File: config.mk
export PLATFORM = sky130hd
export DESIGN_NAME = load_program_fsm_flat
export DESIGN_NICKNAME = d
export VERILOG_FILES = /design/src/rtl/load_program_fsm_pkg.sv /design/src/rtl/load_program_fsm_if.sv /design/src/rtl/load_program_fsm_word_assembler.sv /design/src/rtl/load_program_fsm.sv /design/src/flat_wrapper.sv
export SDC_FILE = /design/constraint.sdc
export NUM_CORES = 1
export LEC_CHECK = 0
export BUFFER_PORTS_ARGS = -buffer_cell sky130_fd_sc_hd__buf_2
export CAP_MARGIN = 20
export CORE_MARGIN = 1.5
export CORE_UTILIZATION = 38
export CTS_CLUSTER_SIZE = 25
export DETAILED_ROUTE_END_ITERATION = 8
export SYNTH_ARGS = -nofsm -noshare
export SYNTH_HDL_FRONTEND = slang
export SYNTH_SLANG_ARGS = --single-unit
File: constraint.sdc
create_clock -name clk -period 2.1 [get_ports clk]
set_input_delay 0.315 -clock clk [delete_from_list [all_inputs] [get_ports clk]]
set_output_delay 0.315 -clock clk [all_outputs]
set_load 0.03 [all_outputs]
File: src/rtl/load_program_fsm_pkg.sv
// Shared constants and state encoding for the program loader.
package load_program_fsm_pkg;

  localparam int unsigned DEF_UART_BITS        = 8;
  localparam int unsigned DEF_INSTRUCTION_BITS = 32;
  localparam int unsigned DEF_PC_BITS          = 10;
  localparam int unsigned OPCODE_BITS          = 6;

  localparam logic [OPCODE_BITS-1:0] HALT_OPCODE = 6'h3F;

  typedef enum logic [1:0] {
    ST_IDLE = 2'd0,
    ST_RECV = 2'd1,
    ST_DONE = 2'd2
  } state_e;

endpackage

File: src/rtl/load_program_fsm_if.sv
// UART-byte input and instruction-memory write port of the program loader.
interface load_program_fsm_if
  import load_program_fsm_pkg::*;
#(
  parameter int unsigned UART_BITS        = DEF_UART_BITS,
  parameter int unsigned INSTRUCTION_BITS = DEF_INSTRUCTION_BITS,
  parameter int unsigned PC_BITS          = DEF_PC_BITS
);

  logic                        i_start;
  logic                        i_rx_done;
  logic [UART_BITS-1:0]        i_rx_data;
  logic                        o_inst_write;
  logic [PC_BITS-1:0]          o_inst_address;
  logic [INSTRUCTION_BITS-1:0] o_inst_data;
  logic                        o_busy;
  logic                        o_done;
  logic                        o_overflow;

  // Loader side
  modport slave (
    input  i_start, i_rx_done, i_rx_data,
    output o_inst_write, o_inst_address, o_inst_data, o_busy, o_done, o_overflow
  );

  // Stimulus / system side
  modport master (
    output i_start, i_rx_done, i_rx_data,
    input  o_inst_write, o_inst_address, o_inst_data, o_busy, o_done, o_overflow
  );

endinterface

File: src/rtl/load_program_fsm_word_assembler.sv
// Shifts received bytes MSB-first into a word and pulses word_valid for one
// cycle after the last byte of each word has been taken.
module load_program_fsm_word_assembler
  import load_program_fsm_pkg::*;
#(
  parameter int unsigned UART_BITS        = DEF_UART_BITS,
  parameter int unsigned INSTRUCTION_BITS = DEF_INSTRUCTION_BITS
) (
  input  logic                        clk,
  input  logic                        rst,
  input  logic                        clear,
  input  logic                        byte_valid,
  input  logic [UART_BITS-1:0]        byte_data,
  output logic                        word_valid,
  output logic [INSTRUCTION_BITS-1:0] word
);

  localparam int unsigned BYTES_PER_WORD = INSTRUCTION_BITS / UART_BITS;
  localparam int unsigned CNT_BITS       = (BYTES_PER_WORD > 1) ? $clog2(BYTES_PER_WORD) : 1;
  localparam logic [CNT_BITS-1:0] CNT_LAST = CNT_BITS'(BYTES_PER_WORD - 1);

  logic [CNT_BITS-1:0]         cnt_q, cnt_d;
  logic [INSTRUCTION_BITS-1:0] shift_q, shift_d;
  logic                        valid_q, valid_d;

  // Next shift/count: clear wins, otherwise shift in a byte and wrap the count
  always_comb begin
    cnt_d   = cnt_q;
    shift_d = shift_q;
    valid_d = 1'b0;
    if (clear) begin
      cnt_d   = '0;
      shift_d = '0;
    end else if (byte_valid) begin
      shift_d = INSTRUCTION_BITS'({shift_q, byte_data});
      if (cnt_q == CNT_LAST) begin
        cnt_d   = '0;
        valid_d = 1'b1;
      end else begin
        cnt_d = cnt_q + CNT_BITS'(1);
      end
    end
  end

  // Assembly registers
  always_ff @(posedge clk or posedge rst) begin
    if (rst) begin
      cnt_q   <= '0;
      shift_q <= '0;
      valid_q <= 1'b0;
    end else begin
      cnt_q   <= cnt_d;
      shift_q <= shift_d;
      valid_q <= valid_d;
    end
  end

  assign word_valid = valid_q;
  assign word       = shift_q;

endmodule

File: src/rtl/load_program_fsm.sv
// Loads a program received over UART into instruction memory, word by word
// from address 0, until a HALT word is written or memory is full.
module load_program_fsm
  import load_program_fsm_pkg::*;
#(
  parameter int unsigned UART_BITS        = DEF_UART_BITS,
  parameter int unsigned INSTRUCTION_BITS = DEF_INSTRUCTION_BITS,
  parameter int unsigned PC_BITS          = DEF_PC_BITS
) (
  input logic               clk,
  input logic               rst,
  load_program_fsm_if.slave bus
);

  localparam logic [PC_BITS-1:0] ADDR_LAST = '1;

  state_e                      state_q, state_d;
  logic [PC_BITS-1:0]          addr_q, addr_d;
  logic                        busy_q, busy_d;
  logic                        done_q, done_d;
  logic                        overflow_q, overflow_d;

  logic                        accept_c;
  logic                        clear_c;
  logic                        halt_c;
  logic                        last_addr_c;
  logic                        word_valid;
  logic [INSTRUCTION_BITS-1:0] word;

  // Bytes only count while receiving; a start outside RECV discards any partial word
  assign accept_c    = bus.i_rx_done && (state_q == ST_RECV);
  assign clear_c     = bus.i_start && (state_q != ST_RECV);
  assign halt_c      = (word[INSTRUCTION_BITS-1 -: OPCODE_BITS] == HALT_OPCODE);
  assign last_addr_c = (addr_q == ADDR_LAST);

  load_program_fsm_word_assembler #(
    .UART_BITS        (UART_BITS),
    .INSTRUCTION_BITS (INSTRUCTION_BITS)
  ) u_word_assembler (
    .clk        (clk),
    .rst        (rst),
    .clear      (clear_c),
    .byte_valid (accept_c),
    .byte_data  (bus.i_rx_data),
    .word_valid (word_valid),
    .word       (word)
  );

  // Next state, write address and status flags
  always_comb begin
    state_d    = state_q;
    addr_d     = addr_q;
    overflow_d = overflow_q;
    case (state_q)
      ST_IDLE, ST_DONE: begin
        if (bus.i_start) begin
          state_d    = ST_RECV;
          addr_d     = '0;
          overflow_d = 1'b0;
        end
      end
      ST_RECV: begin
        // word_valid marks the write cycle; the address moves on once it ends
        if (word_valid) begin
          if (!last_addr_c) begin
            addr_d = addr_q + PC_BITS'(1);
          end
          if (halt_c) begin
            state_d = ST_DONE;
          end else if (last_addr_c) begin
            state_d    = ST_DONE;
            overflow_d = 1'b1;
          end
        end
      end
      default: begin
        state_d    = ST_IDLE;
        addr_d     = '0;
        overflow_d = 1'b0;
      end
    endcase
    busy_d = (state_d == ST_RECV);
    done_d = (state_d == ST_DONE);
  end

  // State and status registers
  always_ff @(posedge clk or posedge rst) begin
    if (rst) begin
      state_q    <= ST_IDLE;
      addr_q     <= '0;
      busy_q     <= 1'b0;
      done_q     <= 1'b0;
      overflow_q <= 1'b0;
    end else begin
      state_q    <= state_d;
      addr_q     <= addr_d;
      busy_q     <= busy_d;
      done_q     <= done_d;
      overflow_q <= overflow_d;
    end
  end

  assign bus.o_inst_write   = word_valid;
  assign bus.o_inst_address = addr_q;
  assign bus.o_inst_data    = word;
  assign bus.o_busy         = busy_q;
  assign bus.o_done         = done_q;
  assign bus.o_overflow     = overflow_q;

endmodule

File: src/flat_wrapper.sv
// flat-port wrapper written by rule: the top's interface ports become plain ports
module load_program_fsm_flat import load_program_fsm_pkg::*;
#(
  parameter int unsigned UART_BITS        = DEF_UART_BITS,
  parameter int unsigned INSTRUCTION_BITS = DEF_INSTRUCTION_BITS,
  parameter int unsigned PC_BITS          = DEF_PC_BITS
)
  (clk, rst, bus_i_start, bus_i_rx_done, bus_i_rx_data, bus_o_inst_write, bus_o_inst_address, bus_o_inst_data, bus_o_busy, bus_o_done, bus_o_overflow);
  load_program_fsm_if #(.UART_BITS(UART_BITS), .INSTRUCTION_BITS(INSTRUCTION_BITS), .PC_BITS(PC_BITS)) bus_i ();
  input logic clk;
  input logic rst;
  input wire logic [$bits(bus_i.i_start)-1:0] bus_i_start;
  input wire logic [$bits(bus_i.i_rx_done)-1:0] bus_i_rx_done;
  input wire logic [$bits(bus_i.i_rx_data)-1:0] bus_i_rx_data;
  output wire logic [$bits(bus_i.o_inst_write)-1:0] bus_o_inst_write;
  output wire logic [$bits(bus_i.o_inst_address)-1:0] bus_o_inst_address;
  output wire logic [$bits(bus_i.o_inst_data)-1:0] bus_o_inst_data;
  output wire logic [$bits(bus_i.o_busy)-1:0] bus_o_busy;
  output wire logic [$bits(bus_i.o_done)-1:0] bus_o_done;
  output wire logic [$bits(bus_i.o_overflow)-1:0] bus_o_overflow;
  assign bus_i.i_start = bus_i_start;
  assign bus_i.i_rx_done = bus_i_rx_done;
  assign bus_i.i_rx_data = bus_i_rx_data;
  assign bus_o_inst_write = bus_i.o_inst_write;
  assign bus_o_inst_address = bus_i.o_inst_address;
  assign bus_o_inst_data = bus_i.o_inst_data;
  assign bus_o_busy = bus_i.o_busy;
  assign bus_o_done = bus_i.o_done;
  assign bus_o_overflow = bus_i.o_overflow;
  load_program_fsm #(.UART_BITS(UART_BITS), .INSTRUCTION_BITS(INSTRUCTION_BITS), .PC_BITS(PC_BITS)) u_core (.clk(clk), .rst(rst), .bus(bus_i));
endmodule
---- Yosys cells after proc, flatten, opt, wreduce, memory -nomap -nowiden ----
Index checks and enable logic that the tools add are counted.
storage, ports and cells
  output and inout bits ................... 46
  bits of input ports ..................... 12
  logic and storage cells ................. 52
  register bits ........................... 50
cells by class
  reductions and logical operators ........ 7
  mux-type cells .......................... 22
  equal/unequal tests ..................... 13
  add/sub/neg operators ................... 2
operators with widths
  cell                                                   number
  2-to-1 mux 32 bit                                      2
  2-to-1 mux 10 bit                                      3
  one-hot mux 10 bit (2 select lines)                    1
  2-to-1 mux 2 bit                                       7
  adder 10 x 1 -> 10 bit, second input constant          1
  equality test 10 bit, second input constant            1
  inequality test 2 bit, second input constant           4
  2-to-1 mux 1 bit                                       7
  equality test 2 bit, second input constant             3
  equality test 6 bit, second input constant             1
  equality test 2 x 1 -> 1 bit, second input constant    2
  inequality test 2 x 1 -> 1 bit, second input constant  2
  one-hot mux 2 bit (2 select lines)                     1
  AND reduction 4 bit                                    1
  AND reduction 3 bit                                    1
  adder 2 x 1 -> 2 bit, second input constant            1
  logical AND 1 bit                                      2
  zero test 2 bit                                        1
  one-hot mux 1 bit (2 select lines)                     1
  nonzero test 2 bit                                     1
  OR reduction 2 bit                                     1

---- Longest topological paths before layout ----
  depth after elaboration ................. 6
  gate-level depth with buffers ........... 7
  depth with buffers taken out ............ 5

---- Cells and area by module ----
From an unflattened synthesis, not the netlist that was laid out.
unflattened totals
  cell total of the unflattened synthesis .. 204
  area total of the unflattened synthesis .. 2270.9 µm²
by module, submodules not included
  module                           cells each  area each (µm²)  sequential area each (µm²)  instances
  load_program_fsm_word_assembler  115         1460.2           875.8                       1
  load_program_fsm                 89          810.8            375.4                       1

---- Least setup slack after synthesis ----
Ideal clock, no wire load.
  path kind ............................... reg-to-reg
  from .................................... register u_core.addr_q[0] (netlist: u_core.bus.o_inst_address[0])
  to ...................................... register u_core.addr_q[4] (netlist: u_core.bus.o_inst_address[4])
  clock period less this slack ............ 1751 ps
  library setup time ...................... 124 ps
  path buffers ............................ 0
  data required time ...................... 1976 ps
  setup slack ............................. 349 ps
  data arrival time ....................... 1627 ps
  cell stages (with the launch flop) ...... 6
  cell sequence ........................... dfrtp_1 -> ha_1 -> nand4_4 -> o31ai_4 -> a2111oi_0 -> a211o_1
between the ends
  word-level cells in the longest chain between the ends .. 4
  elaborated cells between the ends (all ways) .. 7
  those cells by class .................... 1 x add/sub; 2 x eq/ne; 3 x mux; 1 x reduce/logical
ends and longest elaborated chain
  item                                 line                    RTL
  start: declaration                   load_program_fsm.sv:18  logic [PC_BITS-1:0] addr_q, addr_d;
  start signal: assignment             load_program_fsm.sv:96  addr_q <= addr_d;
  adder 10 x 1 -> 10 bit               load_program_fsm.sv:66  addr_d = addr_q + PC_BITS'(1);
  2-to-1 mux 10 bit                    load_program_fsm.sv:65  if (!last_addr_c) begin
  2-to-1 mux 10 bit                    load_program_fsm.sv:64  if (word_valid) begin
  one-hot mux 10 bit (2 select lines)  load_program_fsm.sv:54  case (state_q)
Parallel ways exist; a longest one is shown, timed or not. The select of a mux whose other input is x is not followed.
A chain may end at the register's enable or synchronous reset.

---- Worst setup path in the final report ----
Same ends and word-level chain as after synthesis.

==> out/metrics.cfg <==
[status]
status=finished clean

[finish]
final_common_cell=buf_2
nNetsFinal=271
utilization=0.479
final_cell_mix=57 x buf_2, 50 x dfrtp_1, 39 x nand2_1
fillers=564
antenna_cells=0
area_delta_synth_final_pct=19.6
drive_gt1_frac=0.314

[placement]
numPortBuffers=57
hpwl_um=3400
gp_congestion=0.827

[setup_path]
start_kind=register
path_class=reg2reg
r2r_cells=5
startpoint=u_core.bus.o_inst_address[0]
worstPathArrival_ns=1.88
crit_path_end_kind=register
timing.critical_path.buf_inv=0
cp_max_fo=6
r2r_setup_slack_ns=0.42
max_stage_delay_ns=0.41
required_ns=2.30
critPathSlowestCell=dfrtp_1
reg2reg_to=u_core.bus.o_inst_address[4]
r2r_start=u_core.bus.o_inst_address[0]
crit_family=compound AO/OA/AOI/OAI gates
cp_cell_sequence=ha_1 > nand4_4 > o31ai_4 > a2111oi_0 > a211o_1

[timing]
timing.final.crit_period_ns=1.68
setup_viol=0
setup_tns_ns=0
fin_skew_ns=0.0162
worst_hold_slack_ns=0.0428
min_period_over_period=0.799
rsz0062_at_grt=false
max_slew_margin=0.566
drv_slew=0
finalHoldViolations=0
worstMarginPinSlew_ns=0.632
fmaxAchievable_ghz=0.596

[clocking]
postCtsHoldBufs=0
clock_latency_ns=0.31
cts_htree_levels=2
cts_resized=0
cts_tree=built
clock-sinks=50
clk_pin_slew_ns=0.10
cts_buffer_depth=2
cts_buffers=5
postCtsSetupBuffers=0
cts_root_buf=clkbuf_8

[synth]
yosys_warnings=0
syn_area_um2=2240
async_flop_share=1.00
synth-seq-cells=50
synth_cells=200
syn_area_per_cell_um2=11.2
synth_edf_count=0
synth_top_flop_cell=dfrtp_1
synth.distinct_cells=48
syn_nets=214
synth_seq_area_share=0.557

[grt]
antenna_found_initial=0
grt_max_degree=28
grt-ovfl-total=0
grt_pass1_vias=1640
track_usage=0.165
grt_pass1_wl_um=8090

[die]
start_util=0.400
die_h_um=79.9
die_w_um=79.9
die-area_um2=6380
core_area_um2=5610
io-pin-count=58
placementRows=27

[route]
drt_wl_total_um=4900
wl_per_cell_um=14.9
remaining_drc_errors=0
avgViaCountPerCell=5.21
dr.pass1.iters=4
dr_total_vias=1718
postRouteAntennaNets=0
drtIter0Drc=80

[power]
ir_worst_vdd_uv=597
static-leakage-power_nw=1.32
p_total_mw=2.89
powerDensity_nw_per_um2=1080

[flow_run]
max_cap_violations=0

[hold_path]
min_path_type=in2async

synthesized netlist by cell type (2+ instances only):
| cell | instances | area [um2] |
|---|---|---|
| dfrtp_1 | 50 | 1250 |
| nand2_1 | 39 | 146 |
| a22o_1 | 21 | 184 |
| a21oi_1 | 15 | 75.1 |
| nor2_1 | 6 | 22.5 |
| buf_2 | 5 | 25.0 |
| inv_1 | 5 | 18.8 |
| buf_6 | 4 | 45.0 |
| mux2i_1 | 4 | 40.0 |
| nand3_1 | 4 | 20.0 |
| a31oi_1 | 2 | 12.5 |
| and2_1 | 2 | 12.5 |
| ha_1 | 2 | 25.0 |
| nand2b_1 | 2 | 12.5 |
| nand4_1 | 2 | 12.5 |
| nor3_1 | 2 | 10.0 |
| o21ai_0 | 2 | 10.0 |
| o21ai_1 | 2 | 10.0 |
| xnor2_1 | 2 | 17.5 |
worst max path at each step:
stage | cells past startpoint | to
5_1_grt | 5 | u_core.bus.o_inst_address[4]
4_1_cts | 5 | u_core.bus.o_inst_address[5]
3_3_place_gp | 5 | u_core.bus.o_inst_address[4]
2_1_floorplan | 5 | u_core.bus.o_inst_address[4]
6_report | 5 | u_core.bus.o_inst_address[4]
3_5_place_dp | 5 | u_core.bus.o_inst_address[4]
sequential cells by signal (all words and copies together), names as in the netlist:
signal                              count
u_core.bus.o_inst_address              10
u_core.bus.o_busy                       1
u_core.u_word_assembler.cnt_q           2
u_core.u_word_assembler.word           32
u_core.state_q                          2
u_core.bus.o_done                       1
u_core.u_word_assembler.word_valid      1
u_core.bus.o_overflow                   1
logic make-up after synthesis:
family / share of synthesized area
xor gates and xnor gates: 0.00781
adders and majority gates: 0.0111
buffers and inverters: 0.0446
AOI/OAI and AO/OA: 0.208
DFF: 0.557
and+or+nand+nor: 0.148
muxes: 0.0229
per-layer routing:
| metal | GRT usage | vias to the layer above | share of wire |
|---|---|---|---|
| li1 | - | 843 | - |
| met1 | 0.234 | 829 | 0.47 |
| met2 | 0.253 | 41 | 0.48 |
| met3 | 0.0263 | 5 | 0.039 |
| met4 | 0.0621 | 0 | 0.013 |
| met5 | 0 | - | 0 |
layout make-up:
| type | instances | area, um2 | area share |
|---|---|---|---|
| well taps | 72 | 90.1 | 0.0336 |
| repair buffers | 61 | 328 | 0.122 |
| flip-flops and latches | 50 | 1250 | 0.466 |
| clock inverters | 2 | 16.3 | 0.00606 |
| multi-input cells | 134 | 897 | 0.334 |
| inverters | 5 | 18.8 | 0.00699 |
| clock buffers | 6 | 82.6 | 0.0308 |
through the flow:
| stage | worst slack, ns | instance area [um2] | std cells |
|---|---|---|---|
| finish | 0.423 | 2680 | 330 |
| global route | 0.312 | 2680 | 330 |
| CTS | 0.412 | 2680 | 330 |
| detailed placement | 0.446 | 2580 | 322 |
| global placement | 0.476 | 2580 | 322 |
| floorplan | 0.349 | 2240 | 200 |
where the power goes:
part           leakage (nW)  switching, mW  internal, mW  total [mW]
registers             0.645          0.168          1.16        1.33
logic                 0.625          0.641         0.309       0.951
clock network        0.0478          0.336         0.272       0.608
Power figures use the tool's default switching activity.
